File: src/rtl/serial_adder_pkg.sv
// Shared types and helpers for the bit-serial adder.
package serial_adder_pkg;

  typedef enum logic [1:0] {
    StIdle = 2'd0,
    StRun  = 2'd1,
    StDone = 2'd2
  } state_e;

  // Widest operand the adder is intended to be built with.
  localparam int unsigned MaxWidth = 32;

  // Bit counter width; floor of one bit keeps WIDTH=2 legal.
  function automatic int unsigned cnt_width(input int unsigned width);
    return (width <= 2) ? 1 : $clog2(width);
  endfunction

endpackage

File: src/rtl/full_adder.sv
// Single-bit full adder cell used as the per-bit arithmetic core.
module full_adder (
  input  logic a,
  input  logic b,
  input  logic cin,
  output logic sum,
  output logic cout
);

  // Plain combinational sum and majority carry.
  always_comb begin
    sum  = a ^ b ^ cin;
    cout = (a & b) | (a & cin) | (b & cin);
  end

endmodule

File: src/rtl/serial_adder.sv
// Bit-serial adder: one operand bit per clock through a single full adder.
// Optional subtract mode is enabled by defining SERIAL_ADDER_SUB_EN.
// WIDTH is intended to lie in 2..MaxWidth.
module serial_adder
  import serial_adder_pkg::*;
#(
  parameter int unsigned WIDTH = 8
) (
  input  logic             clk,
  input  logic             reset,
  input  logic             start,
  input  logic [WIDTH-1:0] a,
  input  logic [WIDTH-1:0] b,
  input  logic             cin,
`ifdef SERIAL_ADDER_SUB_EN
  input  logic             sub,
`endif
  output logic             busy,
  output logic             done,
  output logic [WIDTH-1:0] sum,
  output logic             cout
);

  localparam int unsigned CntW = cnt_width(WIDTH);

  state_e            state_q, state_d;
  logic [WIDTH-1:0]  a_q, b_q, res_q, res_next, sum_q;
  logic              carry_q, cout_q;
  logic [CntW-1:0]   cnt_q;
  logic              last;
  logic              fa_sum, fa_cout;
  logic [WIDTH-1:0]  b_load;
  logic              c_load;

  full_adder u_fa (
    .a    (a_q[0]),
    .b    (b_q[0]),
    .cin  (carry_q),
    .sum  (fa_sum),
    .cout (fa_cout)
  );

  // Operand conditioning at launch; subtract is a + ~b + 1.
  always_comb begin
    b_load = b;
    c_load = cin;
`ifdef SERIAL_ADDER_SUB_EN
    if (sub) begin
      b_load = ~b;
      c_load = 1'b1;
    end
`endif
  end

  // Terminal count, new sum bit entering at the MSB, and FSM next state.
  always_comb begin
    last     = (cnt_q == CntW'(WIDTH - 1));
    res_next = (res_q >> 1) | {fa_sum, {(WIDTH - 1){1'b0}}};
    state_d  = state_q;
    case (state_q)
      StIdle:  if (start) state_d = StRun;
      StRun:   if (last) state_d = StDone;
      StDone:  state_d = StIdle;
      default: state_d = StIdle;
    endcase
  end

  // State, shift registers and result registers; reset abandons any add.
  always_ff @(posedge clk) begin
    if (reset) begin
      state_q <= StIdle;
      a_q     <= '0;
      b_q     <= '0;
      res_q   <= '0;
      carry_q <= 1'b0;
      cnt_q   <= '0;
      sum_q   <= '0;
      cout_q  <= 1'b0;
    end else begin
      state_q <= state_d;
      case (state_q)
        StIdle: begin
          if (start) begin
            a_q     <= a;
            b_q     <= b_load;
            carry_q <= c_load;
            cnt_q   <= '0;
            res_q   <= '0;
          end
        end
        StRun: begin
          a_q     <= a_q >> 1;
          b_q     <= b_q >> 1;
          carry_q <= fa_cout;
          res_q   <= res_next;
          cnt_q   <= cnt_q + 1'b1;
          // Outputs only change here, so the old result holds through RUN.
          if (last) begin
            sum_q  <= res_next;
            cout_q <= fa_cout;
          end
        end
        default: ;
      endcase
    end
  end

  // Status decoded straight from the registered state.
  always_comb begin
    busy = (state_q == StRun);
    done = (state_q == StDone);
    sum  = sum_q;
    cout = cout_q;
  end

endmodule

File: config.mk
export PLATFORM = sky130hd
export DESIGN_NAME = serial_adder
export DESIGN_NICKNAME = d
export VERILOG_FILES = /design/src/rtl/serial_adder_pkg.sv /design/src/rtl/full_adder.sv /design/src/rtl/serial_adder.sv
export SDC_FILE = /design/constraint.sdc
export NUM_CORES = 1
export LEC_CHECK = 0
export ABC_CLOCK_PERIOD_IN_PS = 1310
export BUFFER_PORTS_ARGS = -buffer_cell sky130_fd_sc_hd__buf_2
export CAP_MARGIN = 40
export CORE_ASPECT_RATIO = 1.1
export CORE_MARGIN = 8
export CORE_UTILIZATION = 42
export DETAILED_ROUTE_END_ITERATION = 6
export PLACE_DENSITY = 0.66
export SLEW_MARGIN = 0
export SYNTH_ARGS = -nofsm -noshare
export SYNTH_HDL_FRONTEND = slang
export SYNTH_HIERARCHICAL = 1
export SYNTH_SLANG_ARGS = --single-unit
File: constraint.sdc
create_clock -name clk -period 1.31 [get_ports clk]
set_input_delay 0 -clock clk [delete_from_list [all_inputs] [get_ports clk]]
set_output_delay 0 -clock clk [all_outputs]
set_load 0.02 [all_outputs]
==> results of run 1 <==
[layer usage]
layer / share of wire (%) / routed length [um]
met1: 43 / 1499
met2: 50 / 1741
met3: 5.3 / 183
met4: 1.6 / 55
met5: 0 / 0
[cells in the final DEF, fill, tap and decap left out, drive strengths merged, types with 5 or more instances in the layout]
master,synthesis,routed
buf,11,41
dfxtp,38,38
nor2,27,27
nand2,18,18
a211oi,14,14
mux2i,14,14
a22oi,11,11
a21oi,9,9
clkbuf,3,5
[worst register-to-register path, cell delays in order (launching register included)]
cell      delay [ns]
dfxtp_1         0.39
o21ba_2         0.33
buf_12          0.18
nor2_1          0.07
a211oi_2        0.18
[how the worst min path moves through the flow]
stage | end | cells after the start | slack, ns | start
2_1_floorplan | a_q[7] | 2 | 0.15 | a[7]
3_3_place_gp | a_q[7] | 3 | 0.24 | a[7]
3_5_place_dp | b_q[7] | 3 | 0.25 | b[7]
4_1_cts | state_q[0] | 3 | 0.06 | start
5_1_grt | state_q[0] | 3 | 0.08 | start
6_report | state_q[0] | 3 | 0.07 | start
[power by group through the flow]
stage / sequential, uW / clock (uW) / combinational [uW]
after floorplan: 1260 / 0 / 227
after global placement: 1270 / 0 / 292
after detailed placement: 1270 / 0 / 302
after CTS: 1240 / 986 / 309
after global routing: 1250 / 1050 / 337
final: 1240 / 961 / 307
[metrics by stage]
step | area, sq um | util, % | hold slack, ns | instances | TNS, ns
floorplan | 1634 | - | 0.1483 | 163 | 0
global placement | 1867 | 50.68 | 0.2430 | 240 | 0
detailed placement | 1867 | 50.68 | 0.2518 | 240 | -0.03362
CTS | 1998 | 54.25 | 0.05639 | 250 | 0
global route | 2039 | 55.37 | 0.07644 | 251 | -0.0005034
finish | 2039 | 55.37 | 0.06804 | 251 | 0
[state kept, by name, indices dropped and copies added (netlist names)]
signal	flops
carry_q	1
res_q	7
sum	8
cout	1
a_q	8
state_q	2
b_q	8
cnt_q	3
[cell families (layout without fill, tap and decap cells)]
kind of cell / Yosys count / in the layout
AOI/OAI and AO/OA: 38 / 38
adders and majority gates: 3 / 3
buffers and inverters: 16 / 53
DFF: 38 / 38
muxes: 14 / 14
and+or+nand+nor: 54 / 55
[timing repair]
action / in CTS / in global routing
resized for setup: 2 / 9
gates cloned: 0 / 1
pin swaps: 0 / 1
hold buffers: 2 / 0
endpoints found under the hold margin: 2 / 0
endpoints found under the setup margin: 10 / 12
[area by class of cell]
type | count | area (sq um) | share of cell area (%)
tap | 50 | 62.56 | 3.067
timing repair buffer | 43 | 294.0 | 14.42
inverter | 2 | 7.507 | 0.3681
clock buffer | 5 | 68.82 | 3.374
clock inverter | 3 | 40.04 | 1.963
sequential | 38 | 763.2 | 37.42
multi-input combinational | 110 | 803.3 | 39.39
==> results.toml, run 1 <==
[status]
status = "complete, no violations"

[logic_synthesis]
syn_inst = 163
syn_avg_cell_area_sq_um = 10.02
ys_warn_count = 6
synth_compound_area_share_pct = 21.13
ys_async_sr_fraction_pct = 0
syn_nets = 186
ys_ff_latch = 38
synth_fa_ha_area_share_pct = 2.757
synth_area_sq_mm = 0.001634
netlist_top_cells_area = "dfxtp_1 (47%), a211oi_2 (11%), mux2i_1 (8.6%), nor2_1 (6.2%), a22oi_1 (5.1%)"
synth-edff-count = 0
synth_top_family_by_area = "compound AO/OA/AOI/OAI gates"
synth_area_leader_cell = "dfxtp_1"
synthTopCellsByCount = "dfxtp_1 (38), nor2_1 (27), nand2_1 (18)"
synth_ff_type = "dfxtp_1"
synth_simple_gate_area_share_pct = 14.40
yosysMostFrequentCell = "dfxtp_1"
synthXorXnorAreaFrac_pct = 0
synthMuxAreaShare_pct = 8.576
yosysSeqAreaShare_pct = 46.55
synth_top_area_share_pct = 46.55
synth_cell_types = 24

[worst_setup_path]
critical_path_buf_inv_count = 2
r2r_cells = 4
cp-start-kind = "flip-flop"
crit_family = "flip-flops"
r2r_end = "b_q[5]"
crit_cells = 3
slowest_delay_ns = 0.41
path_class = "reg2out"
r2r-start = "state_q[1]"
crit_required_ns = 1.31
cp_max_fo = 8
crit_chain = "nor2b_2 > buf_4 > buf_2"
end_kind = "primary output"
cp-endpoint = "busy"
worstPathArrival_ns = 1.23
crit_slowest_cell = "dfxtp_2"
crit_start = "state_q[0]"
reg2reg_slack_ns = 0.08

[detailed_routing]
via_per_inst = 5.112
vias = 1283
drtAntennaViolNets = 0
dr.first_iter.drc_count = 82
wl_mm = 3.479
drtPass1Iterations = 4
wl_per_cell_um = 13.86
drc = 0

[global_routing]
grt_pass1_vias = 1335
grt_pass1_wl_mm = 5.871
top_usage_layer = "met2"
antenna_found_initial = 0
grt_start_max_net_pins = 23
use_met2_pct = 20.92
gr-usage-met1_pct = 13.67
grt_util_met3_pct = 4.263
track_usage_pct = 12.33
overflow = 0

[pwr]
switching_share_pct = 23.51
p_clk_share_pct = 38.3
power_density_mw_per_mm2 = 1232
switchingPower_uw = 590.5
finalPower_uw = 2512
combPwrFrac_pct = 12.2
p_int_uw = 1921
power.leakage_uw = 0.0008258
seqPwrFrac_pct = 49.5
max-vdd-ir-drop_mv = 0.6413

[place]
hpwl_mm = 2.421
routabilityCongestion = 0.7444
place_ws_ns = -0.01916
portBuffers = 30

[floorplan]
fp-row-count = 23
die-height_um = 81.42
die_area_sq_mm = 0.006145
start_util_pct = 44.36
ios = 31
die_x_um = 75.47
coreArea_sq_mm = 0.003684

[sta]
setup_slack_ns = 0.08000
post-route-min-period_ns = 1.230
tightest_slew_ns = 0.4553
finalCritPeriodShare_pct = 93.89
hold_violations = 0
clock_skew_ns = 0.004062
max_freq_ghz = 0.8130
slew_violations = 0
setup_viol = 0
slew_headroom_pct = 69.64

[clock_tree]
clockBufferDepth = 2
clk_latency_ns = 0.29
htree_levels = 2
cts_made_buffers = 5
cts_tree = "built"
cts_sinks = 38
clk_pin_slew_ns = 0.07
cts_root_buf = "clkbuf_8"
post_cts_buffers = 0

[hold_path]
hp-class = "in2reg"

[job]
maxCapViolCount = 0

[finish]
areaGrowthSynthToFinish_pct = 24.81
diodes = 0
final_layout_size_suffix_gt1_share_pct = 36.32
fillers = 364
final_nets = 223
Power figures use the tool's default switching activity.
==> run 2, diff against run 1 <==
--- a/config.mk
+++ b/config.mk
@@ -12,7 +12,7 @@
 export CORE_MARGIN = 8
 export CORE_UTILIZATION = 42
 export DETAILED_ROUTE_END_ITERATION = 6
-export PLACE_DENSITY = 0.66
+export PLACE_DENSITY = 0.71
 export SLEW_MARGIN = 0
 export SYNTH_ARGS = -nofsm -noshare
 export SYNTH_HDL_FRONTEND = slang
==> run 2 against run 1 <==
  * Global-route usage fell by 0.29 points
  * First-iteration DRC count down 11%
  * Critical path depth grew 2
  * Count of clock-buffer cells in the layout is the same
  * Highest routed layer unchanged
  * Core utilization down 0.75 points
  * Clock skew increased by 0.0012 ns
  * Hold slack got worse by 0.011 ns
  * Combinational power about the same
  * Worst setup slack improved by 0.0016 ns
  * Cell count shrank 0.40%
  * Clock power up 0.4%
  * Fmax grew 0.13%
==> results.toml, run 2 (synthesis results as in run 1) <==
[status]
status = "complete, no violations"

[place]
hpwl_mm = 2.301
routabilityCongestion = 0.6884
placed_cells = 240
portBuffers = 30

[global_routing]
track_usage_pct = 12.04
grt_pass1_vias = 1282
use_met2_pct = 20.22
top_usage_layer = "met2"
overflow = 0
gr-usage-met1_pct = 13.04
grt_start_max_net_pins = 23
antenna_found_initial = 0
grt_util_met3_pct = 4.507
grt_pass1_wl_mm = 5.692

[detailed_routing]
drtPass1Iterations = 4
vias = 1257
wl_per_cell_um = 12.95
drc = 0
drtAntennaViolNets = 0
via_per_inst = 5.028
wl_mm = 3.237
dr.first_iter.drc_count = 73

[finish]
diodes = 0
final_nets = 222
seqCellArea_sq_um = 762.0
instances_no_fill = 250
final_layout_size_suffix_gt1_share_pct = 35.00
areaGrowthSynthToFinish_pct = 23.12
fillers = 362
layout_common_cells = "dfxtp_1 (37), buf_2 (30), nor2_1 (27)"
multi_input_area_sq_um = 777.0
layout_commonest_cell = "dfxtp_1"

[worst_setup_path]
path_class = "reg2reg"
cp_max_fo = 9
cp-endpoint = "cout"
crit_slowest_cell = "dfxtp_1"
reg2reg_slack_ns = 0.08
crit_cells = 5
critical_path_buf_inv_count = 0
slowest_delay_ns = 0.34
r2r_end = "cout"
worstPathArrival_ns = 1.45
r2r_cells = 5
end_kind = "flip-flop"
crit_chain = "ha_1 > ha_2 > and3b_2 > nand2_1 > a21oi_2"
crit_required_ns = 1.53
crit_family = "simple AND/OR/NAND/NOR gates"
crit_start = "cnt_q[0]"
r2r-start = "cnt_q[0]"
cp-start-kind = "flip-flop"

[job]
maxCapViolCount = 0

[sta]
timing.setup.tns_ns = 0
setup_viol = 0
clock_skew_ns = 0.005244
finalCritPeriodShare_pct = 93.77
tightest_slew_ns = 0.3983
hold_violations = 0
post-route-min-period_ns = 1.228
slew_headroom_pct = 73.45
rsz0062_at_grt = "yes"
max_freq_ghz = 0.8141
slew_violations = 0

[pwr]
power.leakage_uw = 0.0008195
max-vdd-ir-drop_mv = 1.483
power_density_mw_per_mm2 = 1249
finalPower_uw = 2512

[clock_tree]
cts_made_buffers = 5
cts_tree = "built"
htree_levels = 2
clk_latency_ns = 0.29
clockBufferDepth = 2
cts_root_buf = "clkbuf_8"
clk_pin_slew_ns = 0.07
cts_sinks = 38

[floorplan]
coreArea_sq_mm = 0.003684
die_x_um = 75.47
start_util_pct = 44.36
ios = 31
fp-row-count = 23
die-height_um = 81.42
die_area_sq_mm = 0.006145

[hold_path]
hp-class = "in2reg"
==> run 2: worst register-to-register path: cells and delay by family (launching register included) <==
kind,cells,cell delay (ns)
fa+ha+maj,2,0.32
flops,1,0.34
compound gates,1,0.12
simple gates,2,0.38
==> run 2: final cells by class <==
class,count,area share [%]
clock buffer,5,3.420
tap,50,3.109
timing repair buffer,43,14.61
sequential,38,37.87
clock inverter,3,1.990
inverter,2,0.3731
multi-input combinational,109,38.62
==> run 2: power breakdown <==
part | internal [uW] | leakage (uW) | switching, uW
Clock | 560 | 0.0000579 | 405
Sequential | 1210 | 0.000311 | 32.2
Combinational | 151 | 0.000451 | 154
Total | 1920 | 0.000820 | 591
==> run 2: worst min-delay path by stage <==
stage           from    endpoint  slack (ns)  cells past startpoint
2_1_floorplan   a[7]      a_q[7]        0.15                      2
3_3_place_gp    a[7]      a_q[7]        0.24                      3
3_5_place_dp    b[7]      b_q[7]        0.25                      3
4_1_cts        start  state_q[0]        0.06                      3
5_1_grt        start  state_q[0]        0.07                      3
6_report       start  state_q[0]        0.06                      3
==> run 2: metrics by stage <==
step           util, %  cell area, sq um  setup WS [ns]  hold slack [ns]
2_1_floorplan        -              1634        0.05081           0.1483
3_3_place_gp     50.68              1867        0.03635           0.2438
3_5_place_dp     50.68              1867      -0.007805           0.2467
4_1_cts          54.21              1997        0.02239          0.05817
5_1_grt          54.62              2012       -0.01475          0.06855
6_report         54.62              2012        0.08161          0.05692
==> run 2: layer usage <==
layer | up-vias | wire length, um
li1 | 644 | -
met1 | 586 | 1423
met2 | 21 | 1595
met3 | 6 | 155
met4 | 0 | 62
met5 | - | 0
==> run 2: repair_timing <==
| item | 4_1_cts | 5_1_grt |
|---|---|---|
| hold buffers | 2 | 0 |
| pin swaps | 0 | 1 |
| gates resized for setup | 1 | 6 |
| setup buffers | 0 | 0 |
| endpoints found under the hold margin | 2 | 0 |
| endpoints found under the setup margin | 4 | 16 |
| cloned | 0 | 0 |
